File: src/rtl/uart_pkg.sv
// Shared definitions for the UART receiver: FSM states, oversampling constants, default width.
package uart_pkg;

    localparam int OVERSAMPLE    = 16;
    localparam int MID_SAMPLE    = 7;
    localparam int DATA_BITS_DEF = 8;
    localparam int CNT_W         = $clog2(OVERSAMPLE);

    typedef enum logic [2:0] {
        IDLE,
        START,
        DATA,
        PARITY,
        STOP,
        BREAK
    } uart_state_e;

endpackage

File: src/rtl/uart_sync.sv
// Two-flop synchronizer for the asynchronous serial line; resets to the idle (high) level.
module uart_sync (
    input  logic clk,
    input  logic rst_n,
    input  logic d,
    output logic q
);

    logic meta_q, meta_d;
    logic sync_q, sync_d;

    always_comb begin
        meta_d = d;
        sync_d = meta_q;
    end

    always_ff @(posedge clk or negedge rst_n) begin
        if (!rst_n) begin
            meta_q <= 1'b1;
            sync_q <= 1'b1;
        end else begin
            meta_q <= meta_d;
            sync_q <= sync_d;
        end
    end

    assign q = sync_q;

endmodule

File: src/rtl/uart_rx.sv
// 16x-oversampled UART receiver. Define UART_RX_PARITY_EN to add a parity bit
// between data and stop (PARITY_ODD selects odd sense); otherwise o_parity_err is 0.
module uart_rx
    import uart_pkg::*;
#(
    parameter int DATA_BITS  = DATA_BITS_DEF,
    parameter int PARITY_ODD = 0
) (
    input  logic                 clk,
    input  logic                 rst_n,
    input  logic                 rx_tick,
    input  logic                 i_rx,
    output logic [DATA_BITS-1:0] o_data,
    output logic                 o_valid,
    output logic                 o_frame_err,
    output logic                 o_parity_err,
    output logic                 o_busy
);

    localparam logic [CNT_W-1:0] CNT_MID  = CNT_W'(MID_SAMPLE);
    localparam logic [CNT_W-1:0] CNT_LAST = CNT_W'(OVERSAMPLE - 1);
    localparam logic [2:0]       IDX_LAST = 3'(DATA_BITS - 1);

    if (DATA_BITS < 5 || DATA_BITS > 8 || PARITY_ODD < 0 || PARITY_ODD > 1) begin : g_bad_cfg
        $error("uart_rx: DATA_BITS must be 5..8 and PARITY_ODD 0 or 1");
    end

    logic rx_s;

    uart_sync u_sync (
        .clk   (clk),
        .rst_n (rst_n),
        .d     (i_rx),
        .q     (rx_s)
    );

    uart_state_e          state_q, state_d;
    logic [CNT_W-1:0]     cnt_q, cnt_d;
    logic [2:0]           idx_q, idx_d;
    logic [DATA_BITS-1:0] shift_q, shift_d;
    logic [DATA_BITS-1:0] data_q, data_d;
    logic                 valid_q, valid_d;
    logic                 ferr_q, ferr_d;
    logic                 last_tick;

`ifdef UART_RX_PARITY_EN
    localparam logic PAR_ODD = (PARITY_ODD != 0);
    logic par_bad_q, par_bad_d;
    logic perr_q, perr_d;
`endif

    always_comb begin
        state_d   = state_q;
        cnt_d     = cnt_q;
        idx_d     = idx_q;
        shift_d   = shift_q;
        data_d    = data_q;
        valid_d   = 1'b0;
        ferr_d    = 1'b0;
        last_tick = (cnt_q == CNT_LAST);
`ifdef UART_RX_PARITY_EN
        par_bad_d = par_bad_q;
        perr_d    = 1'b0;
`endif
        if (rx_tick) begin
            case (state_q)
                IDLE: begin
                    if (!rx_s) begin
                        state_d = START;
                        cnt_d   = '0;
                    end
                end
                START: begin
                    // A start bit that is gone by mid-bit was noise; drop it silently.
                    if (cnt_q == CNT_MID) begin
                        cnt_d   = '0;
                        idx_d   = '0;
                        state_d = rx_s ? IDLE : DATA;
                    end else begin
                        cnt_d = cnt_q + 1'b1;
                    end
                end
                DATA: begin
                    if (last_tick) begin
                        cnt_d   = '0;
                        // LSB arrives first, so after DATA_BITS shifts it sits in bit 0.
                        shift_d = {rx_s, shift_q[DATA_BITS-1:1]};
                        if (idx_q == IDX_LAST) begin
`ifdef UART_RX_PARITY_EN
                            state_d = PARITY;
`else
                            state_d = STOP;
`endif
                        end else begin
                            idx_d = idx_q + 3'd1;
                        end
                    end else begin
                        cnt_d = cnt_q + 1'b1;
                    end
                end
`ifdef UART_RX_PARITY_EN
                PARITY: begin
                    if (last_tick) begin
                        cnt_d     = '0;
                        par_bad_d = rx_s ^ (^shift_q) ^ PAR_ODD;
                        state_d   = STOP;
                    end else begin
                        cnt_d = cnt_q + 1'b1;
                    end
                end
`endif
                STOP: begin
                    if (last_tick) begin
                        cnt_d  = '0;
                        data_d = shift_q;
                        if (rx_s) begin
                            valid_d = 1'b1;
`ifdef UART_RX_PARITY_EN
                            perr_d  = par_bad_q;
`endif
                            state_d = IDLE;
                        end else begin
                            ferr_d  = 1'b1;
                            state_d = BREAK;
                        end
                    end else begin
                        cnt_d = cnt_q + 1'b1;
                    end
                end
                BREAK: begin
                    // Holding here keeps a long low line from looking like new start bits.
                    if (rx_s) begin
                        state_d = IDLE;
                    end
                end
                default: begin
                    state_d = IDLE;
                    cnt_d   = '0;
                end
            endcase
        end
    end

    always_ff @(posedge clk or negedge rst_n) begin
        if (!rst_n) begin
            state_q   <= IDLE;
            cnt_q     <= '0;
            idx_q     <= '0;
            shift_q   <= '0;
            data_q    <= '0;
            valid_q   <= 1'b0;
            ferr_q    <= 1'b0;
`ifdef UART_RX_PARITY_EN
            par_bad_q <= 1'b0;
            perr_q    <= 1'b0;
`endif
        end else begin
            state_q   <= state_d;
            cnt_q     <= cnt_d;
            idx_q     <= idx_d;
            shift_q   <= shift_d;
            data_q    <= data_d;
            valid_q   <= valid_d;
            ferr_q    <= ferr_d;
`ifdef UART_RX_PARITY_EN
            par_bad_q <= par_bad_d;
            perr_q    <= perr_d;
`endif
        end
    end

    assign o_data      = data_q;
    assign o_valid     = valid_q;
    assign o_frame_err = ferr_q;
    assign o_busy      = (state_q != IDLE);
`ifdef UART_RX_PARITY_EN
    assign o_parity_err = perr_q;
`else
    assign o_parity_err = 1'b0;
`endif

endmodule

File: config.mk
export PLATFORM = sky130hd
export DESIGN_NAME = uart_rx
export DESIGN_NICKNAME = d
export VERILOG_FILES = /design/src/rtl/uart_pkg.sv /design/src/rtl/uart_sync.sv /design/src/rtl/uart_rx.sv
export SDC_FILE = /design/constraint.sdc
export NUM_CORES = 1
export LEC_CHECK = 0
export CORE_MARGIN = 8
export CORE_UTILIZATION = 45
export DETAILED_ROUTE_END_ITERATION = 8
export MAX_ROUTING_LAYER = met4
export PLACE_DENSITY = 0.66
export SLEW_MARGIN = 20
export SYNTH_ARGS = -nofsm -noshare
export SYNTH_HDL_FRONTEND = slang
export SYNTH_SLANG_ARGS = --single-unit
File: constraint.sdc
create_clock -name clk -period 2.1 [get_ports clk]
set_input_delay 0.42 -clock clk [delete_from_list [all_inputs] [get_ports clk]]
set_output_delay 0.42 -clock clk [all_outputs]
set_load 0.005 [all_outputs]
==> flow_summary_export.csv <==
group,metric,value,unit
outcome,status,"finished clean",
synth,synth_sequential_area_ratio,51.28,%
synth,synth_top_family_by_area,"simple AND/OR/NAND/NOR gates",
synth,synthMuxAreaShare,15.67,%
floorplanning,core,0.003078,mm^2
placed_design,place_inst,177,
synth,synth-xor-area-share,0.5963,%
power,peakVddDrop,0.5737,mV
cells_and_area,nets,150,
power,pwr-share-clk,18.9,%
synth,synth_compound_area_share,10.39,%
synth,yosys.area.top_type,"dfrtp_1",
sta,max-slew-margin-rel,65.44,%
setup_path,worstSetupPathType,"flop to output pin",
synth,synth_cell_types,44,
placed_design,io_buffers,14,
setup_path,critPathArrivalTime,1.62,ns
run,cap_violations,0,
sta,tightest_slew,0.5103,ns
clock_network,clockBufferDepth,2,
route,dr.first_iter.drc_count,28,
power,sequentialPowerShare,37.4,%
synth,synth_nets,126,
floorplanning,die-height,73.14,um
sta,rsz0062_at_grt,"no",
floorplanning,die_w,73.14,um
sta,fin_crit_sh,96.95,%
route,firstDrtPassIters,4,
setup_path,required,1.68,ns
route,wl,2777,um
clock_network,h-tree-depth,2,
power,total_power,1.936,mW
sta,slew_violations,0,
clock_network,cts_sinks,30,
clock_network,clk_latency,0.33,ns
route,drtAntennaViolNets,0,
route,drcViolationCount,0,
power,powerDensity,1095,mW/mm^2
sta,fin_crit,2.036,ns
floorplanning,start_util,47.72,%
sta,setup-tns-final,0,ns
placed_design,gp_congestion,0.8092,
cells_and_area,n_antenna_cell,0,
floorplanning,ioPinCount,16,
synth,synthAdderAreaFrac,2.555,%
grt,grt_pass1_wl,4692,um
setup_path,crit_fanout,2,
sta,finClkSkew,0.007855,ns
setup_path,end_kind,"output pin",
floorplanning,rows,20,
power,leakagePower,0.8435,nW
cells_and_area,post-route-util,57.44,%
grt,first_global_vias,1007,
synth,synth-seq-cells,30,
placed_design,dp_hpwl,1897,um
synth,netlist_instances,119,
synth,ys_top_cells_by_area,"dfrtp_1 (48%), mux2_1 (12%), dfstp_2 (3.6%)",
synth,synth_top_area_share,47.70,%
route,wl_per_cell,14.77,um
synth,synthSimpleGateAreaFrac,15.84,%
clock_network,cts_tree,"yes",
sta,hold_viol,0,
power,intPower,1.236,mW
route,vias,979,
grt,grt_overflow,0,
min_path,min_path_type,"flop to flop",
grt,antenna_found_initial,0,
grt,grt_usage,11.65,%
cells_and_area,fin_cells,188,
clock_network,cts_buffers,5,
synth,syn_area_per_cell,12.34,um^2
synth,yosys_warnings,0,
clock_network,clkTransAtPathRegs,0.10,ns
setup_path,start_kind,"flop",
cells_and_area,layout-drive-gt1-share,22.22,%
sta,fmax,491.2,MHz
grt,grt_max_degree,31,
power,switching_power,0.6999,mW
power,p_sw_share,36.15,%
power,pwr-share-comb,43.7,%
synth,syn_area,0.001469,mm^2
route,viasPerCell,5.207,
clock_network,hold_buffers,0,
floorplanning,die_area,0.005349,mm^2
sta,finalSetupViolations,0,
clock_network,root_buffer,"clkbuf_4",
cells_and_area,area_delta_synth_final,20.36,%
-- synthesized netlist by cell type --
library cell / number
o311a_1: 1
and3b_1: 1
conb_1: 1
o311ai_1: 1
nor4b_4: 1
nor2_1: 7
dfrtp_1: 28
or3b_4: 1
nand2b_1: 1
ha_1: 3
o41ai_1: 1
and3_1: 2
clkbuf_1: 1
nand3b_1: 1
nor3_1: 1
o32ai_4: 1
or3_1: 1
o311ai_0: 1
or3b_1: 1
dfstp_2: 2
mux2i_1: 2
nand4_2: 1
nor2_2: 1
a22oi_1: 1
nand4bb_1: 1
and2_1: 1
nor3b_1: 1
inv_1: 3
nand2_1: 6
o311ai_2: 1
or2_1: 1
nand3_1: 5
nor2b_1: 3
o21ai_0: 3
a211oi_1: 1
buf_2: 4
buf_4: 2
a21oi_1: 2
o31ai_1: 2
mux2_4: 2
o21ai_1: 1
xnor2_1: 1
o22ai_2: 1
mux2_1: 16
-- flip-flops by register name, indices dropped and copies added (netlist names) --
name,flops
state_q,3
o_data,8
u_sync.q,1
shift_q,8
o_frame_err,1
cnt_q,4
idx_q,3
u_sync.meta_q,1
o_valid,1
-- worst paths after layout --
kind | slack [ns] | cells after the start | from | endpoint
min in group asynchronous | 0.46 | 2 | rst_n | shift_q[1]$_DFFE_PN0P_
setup / recovery | 0.06 | 2 | state_q[2]$_DFFE_PN0P_ | o_busy
setup reg to reg | 0.18 | 6 | idx_q[0]$_DFFE_PN0P_ | idx_q[0]$_DFFE_PN0P_
hold reg to reg | 0.37 | 0 | u_sync.meta_q$_DFF_PN1_ | u_sync.q$_DFF_PN1_
max in group asynchronous | 1.33 | 2 | rst_n | u_sync.q$_DFF_PN1_
hold / removal | 0.37 | 0 | u_sync.meta_q$_DFF_PN1_ | u_sync.q$_DFF_PN1_
-- metrics by stage --
| stage | setup WS (ns) | area, um^2 | hold slack (ns) |
|---|---|---|---|
| final | 0.06399 | 1768 | 0.3653 |
| after global routing | 0.009343 | 1768 | 0.3625 |
| after CTS | 0.05467 | 1768 | 0.3612 |
| after detailed placement | 0.1093 | 1678 | 0.3488 |
| after global placement | 0.1421 | 1678 | 0.3485 |
| after floorplan | 0.2785 | 1469 | 0.1244 |
-- layout by cell type, fill, tap and decap left out, types with 2 or more instances in the layout --
| cell | instances |
|---|---|
| inv_1 | 3 |
| nand3_1 | 5 |
| nand2_1 | 6 |
| buf_4 | 10 |
| and3_1 | 2 |
| dfstp_2 | 2 |
| mux2_4 | 2 |
| ha_1 | 3 |
| mux2_1 | 16 |
| clkdlybuf4s50_1 | 14 |
| dfrtp_1 | 25 |
| clkbuf_4 | 5 |
| a21oi_1 | 2 |
| dfrtp_2 | 3 |
| mux2i_1 | 2 |
| o21ai_0 | 3 |
| nor2b_1 | 3 |
| nor2_1 | 7 |
| o31ai_1 | 2 |
-- cells by family after synthesis --
family	count (synthesis)
AO/OA/AOI/OAI	17
XOR/XNOR	1
adder cells (fa/ha/maj)	3
buffers and inverters	10
flip-flops	30
multiplexers	20
other	1
AND/OR/NAND/NOR	37
-- per-layer routing --
metal | wire length [um] | GRT usage [%] | share of wire, % | up-vias
li1 | - | - | - | 478
met1 | 1213 | 12.66 | 44 | 479
met2 | 1381 | 18.47 | 50 | 15
met3 | 128 | 3.984 | 4.6 | 7
met4 | 53 | 6.000 | 1.9 | 0
met5 | 0 | - | 0 | -
-- cell type report --
type | instances | area, um^2
clock buffers | 6 | 51.30
repair buffers | 24 | 215.2
multi-input cells | 79 | 665.6
flip-flops and latches | 30 | 757.0
inverters | 3 | 11.26
clock inverters | 2 | 12.51
fillers | 270 | 1310
well taps | 44 | 55.05
-- what timing repair did --
action / CTS / global route
resized for setup: 3 / 0
hold endpoints to repair: 0 / 0
setup endpoints to repair: 1 / 0
setup buffers: 3 / 0
-- critical path, cell delays in order, from the launching register on --
cell and delay [ns]:
dfrtp_2 0.42, or3_1 0.40, clkdlybuf4s50_1 0.46
-- power by group through the flow --
stage | sequential (mW) | combinational [mW] | clock, mW
final | 0.724 | 0.846 | 0.366
after global routing | 0.732 | 0.925 | 0.401
after CTS | 0.720 | 0.852 | 0.376
after detailed placement | 0.807 | 0.712 | 0
after global placement | 0.801 | 0.698 | 0
after floorplan | 0.721 | 0.580 | 0
(Power assumes the default switching activity.)
==> variant: new RTL, same settings <==
Add a define of `UART_RX_PARITY_EN`.
--- a/src/rtl/uart_rx.sv
+++ b/src/rtl/uart_rx.sv
@@ -2,2 +2,4 @@
 // between data and stop (PARITY_ODD selects odd sense); otherwise o_parity_err is 0.
+`define UART_RX_PARITY_EN
+
 module uart_rx
Function: no difference found for any inputs over 10 cycles, from zero or initial values and one cycle with rst_n low; that may be too few to reach the edited logic, so the function may still have changed.
==> variant against the original RTL <==
  * Routed wire length rose by 1.9%
  * Sequential cell count rose by 2
  * Global-route usage grew 0.94 points
  * Clock power rose by 25%
  * Die area increased by 5.0%
  * Critical path type unchanged
  * Final area grew 6.6%
  * Setup slack gained 0.022 ns
  * Area after synthesis is 6.5% higher
  * Power shrank 13%
==> variant: results <==
[run_status]
run_status = "finished clean"

[place]
gp_congestion = 0.885
place_inst = 187
portBuffers = 15
dp_hpwl_um = 1930

[global_routing]
grt_max_degree = 33
grtUsageMet3 = 0.0346
grt.met1_usage = 0.144
grt_use_met2 = 0.188
grt_first_pass_wirelength_um = 5100
track_usage = 0.126

[final_layout]
drive_above_1_share = 0.258
instances_no_fill = 197
n_fill_cell = 298
nNetsFinal = 157

[clock_tree]
cts_buffer_depth = 2

[logic_synthesis]
yosys.cell_types.count = 45
yosysSeqAreaShare = 0.514
synth_commonest_cells = "dfrtp_1 (30), mux2_1 (9), mux2_2 (9), nor2_1 (6), o21ai_0 (6)"
synthCells = 125
netlist_top_cells_area = "dfrtp_1 (48%), mux2_1 (6.5%), mux2_2 (6.5%)"

[pwr]
leakage_nw = 0.888
clkPwrFrac = 0.270
peakVddDrop_uv = 463
pg_comb_uw = 482

[routing]
drt-total-wl_um = 2830
vias = 1031

[worst_setup_path]
cp_max_fo = 2

[timing]
maxSlewHeadroom = 0.702
-- variant: cell types whose count changed in the layout (fill, tap and decap cells not counted), sizes merged, moves of 3 or more --
cell	unedited run	this run
xnor2	1	5
buf	10	6
o211ai	0	3
o311ai	3	0
o21ai	4	7
-- variant: per-stage QoR --
step                total power [mW]  area, um^2  setup slack, ns   util
detailed placement              1.21        1790          0.00450  0.536
global route                    1.81        1880          0.00191  0.565
finish                          1.69        1880           0.0860  0.565
global placement                1.19        1790           0.0209  0.536
CTS                             1.70        1880           0.0611  0.564
floorplan                       1.08        1560            0.289      -
-- variant: what timing repair did --
| item | in CTS | in global routing |
|---|---|---|
| gates resized for setup | 2 | 1 |
| buffers inserted | 2 | 0 |
| hold buffers | 0 | 0 |
| setup endpoints to repair | 1 | 1 |
| endpoints found under the hold margin | 0 | 0 |
-- variant: worst paths after layout --
path / startpoint / endpoint / slack (ns) / cells past startpoint
setup / recovery: state_q[0]$_DFFE_PN0P_ / o_busy / 0.09 / 2
hold / removal: u_sync.meta_q$_DFF_PN1_ / u_sync.q$_DFF_PN1_ / 0.36 / 0
setup reg to reg: idx_q[0]$_DFFE_PN0P_ / idx_q[0]$_DFFE_PN0P_ / 0.20 / 6
hold reg to reg: u_sync.meta_q$_DFF_PN1_ / u_sync.q$_DFF_PN1_ / 0.36 / 0
max in group asynchronous: rst_n / u_sync.q$_DFF_PN1_ / 1.30 / 2
min in group asynchronous: rst_n / o_data[2]$_DFFE_PN0P_ / 0.47 / 2
-- variant: area by class of cell --
| type | instances | area, um^2 | share of cell area |
|---|---|---|---|
| repair buffers | 21 | 195 | 0.104 |
| clock inverters | 2 | 35.0 | 0.0186 |
| well taps | 46 | 57.6 | 0.0305 |
| multi-input cells | 86 | 733 | 0.389 |
| inverters | 4 | 15.0 | 0.00797 |
| flip-flops and latches | 32 | 807 | 0.428 |
| clock buffers | 6 | 41.3 | 0.0219 |
-- variant: metal layers --
| layer | part of all wire | wire length (um) | vias to the layer above |
|---|---|---|---|
| met1 | 0.46 | 1310 | 508 |
| met2 | 0.46 | 1310 | 16 |
| met3 | 0.041 | 116 | 9 |
| li1 | - | - | 498 |
| met5 | 0 | 0 | - |
| met4 | 0.034 | 96 | 0 |
-- variant: critical path: stages, from the launching register on --
cell and delay [ns]:
dfrtp_2 0.41, or3_1 0.39, clkdlybuf4s50_1 0.46
-- variant: cell families (layout without fill, tap and decap cells) --
| kind of cell | Yosys count | in the layout | share of synthesized area |
|---|---|---|---|
| AOI/OAI and AO/OA | 19 | 19 | 0.0832 |
| xor gates and xnor gates | 7 | 7 | 0.0480 |
| adders and majority gates | 3 | 3 | 0.0240 |
| buffers and inverters | 7 | 33 | 0.0176 |
| DFF | 32 | 32 | 0.514 |
| muxes | 21 | 21 | 0.152 |
| and+or+nand+nor | 36 | 36 | 0.162 |
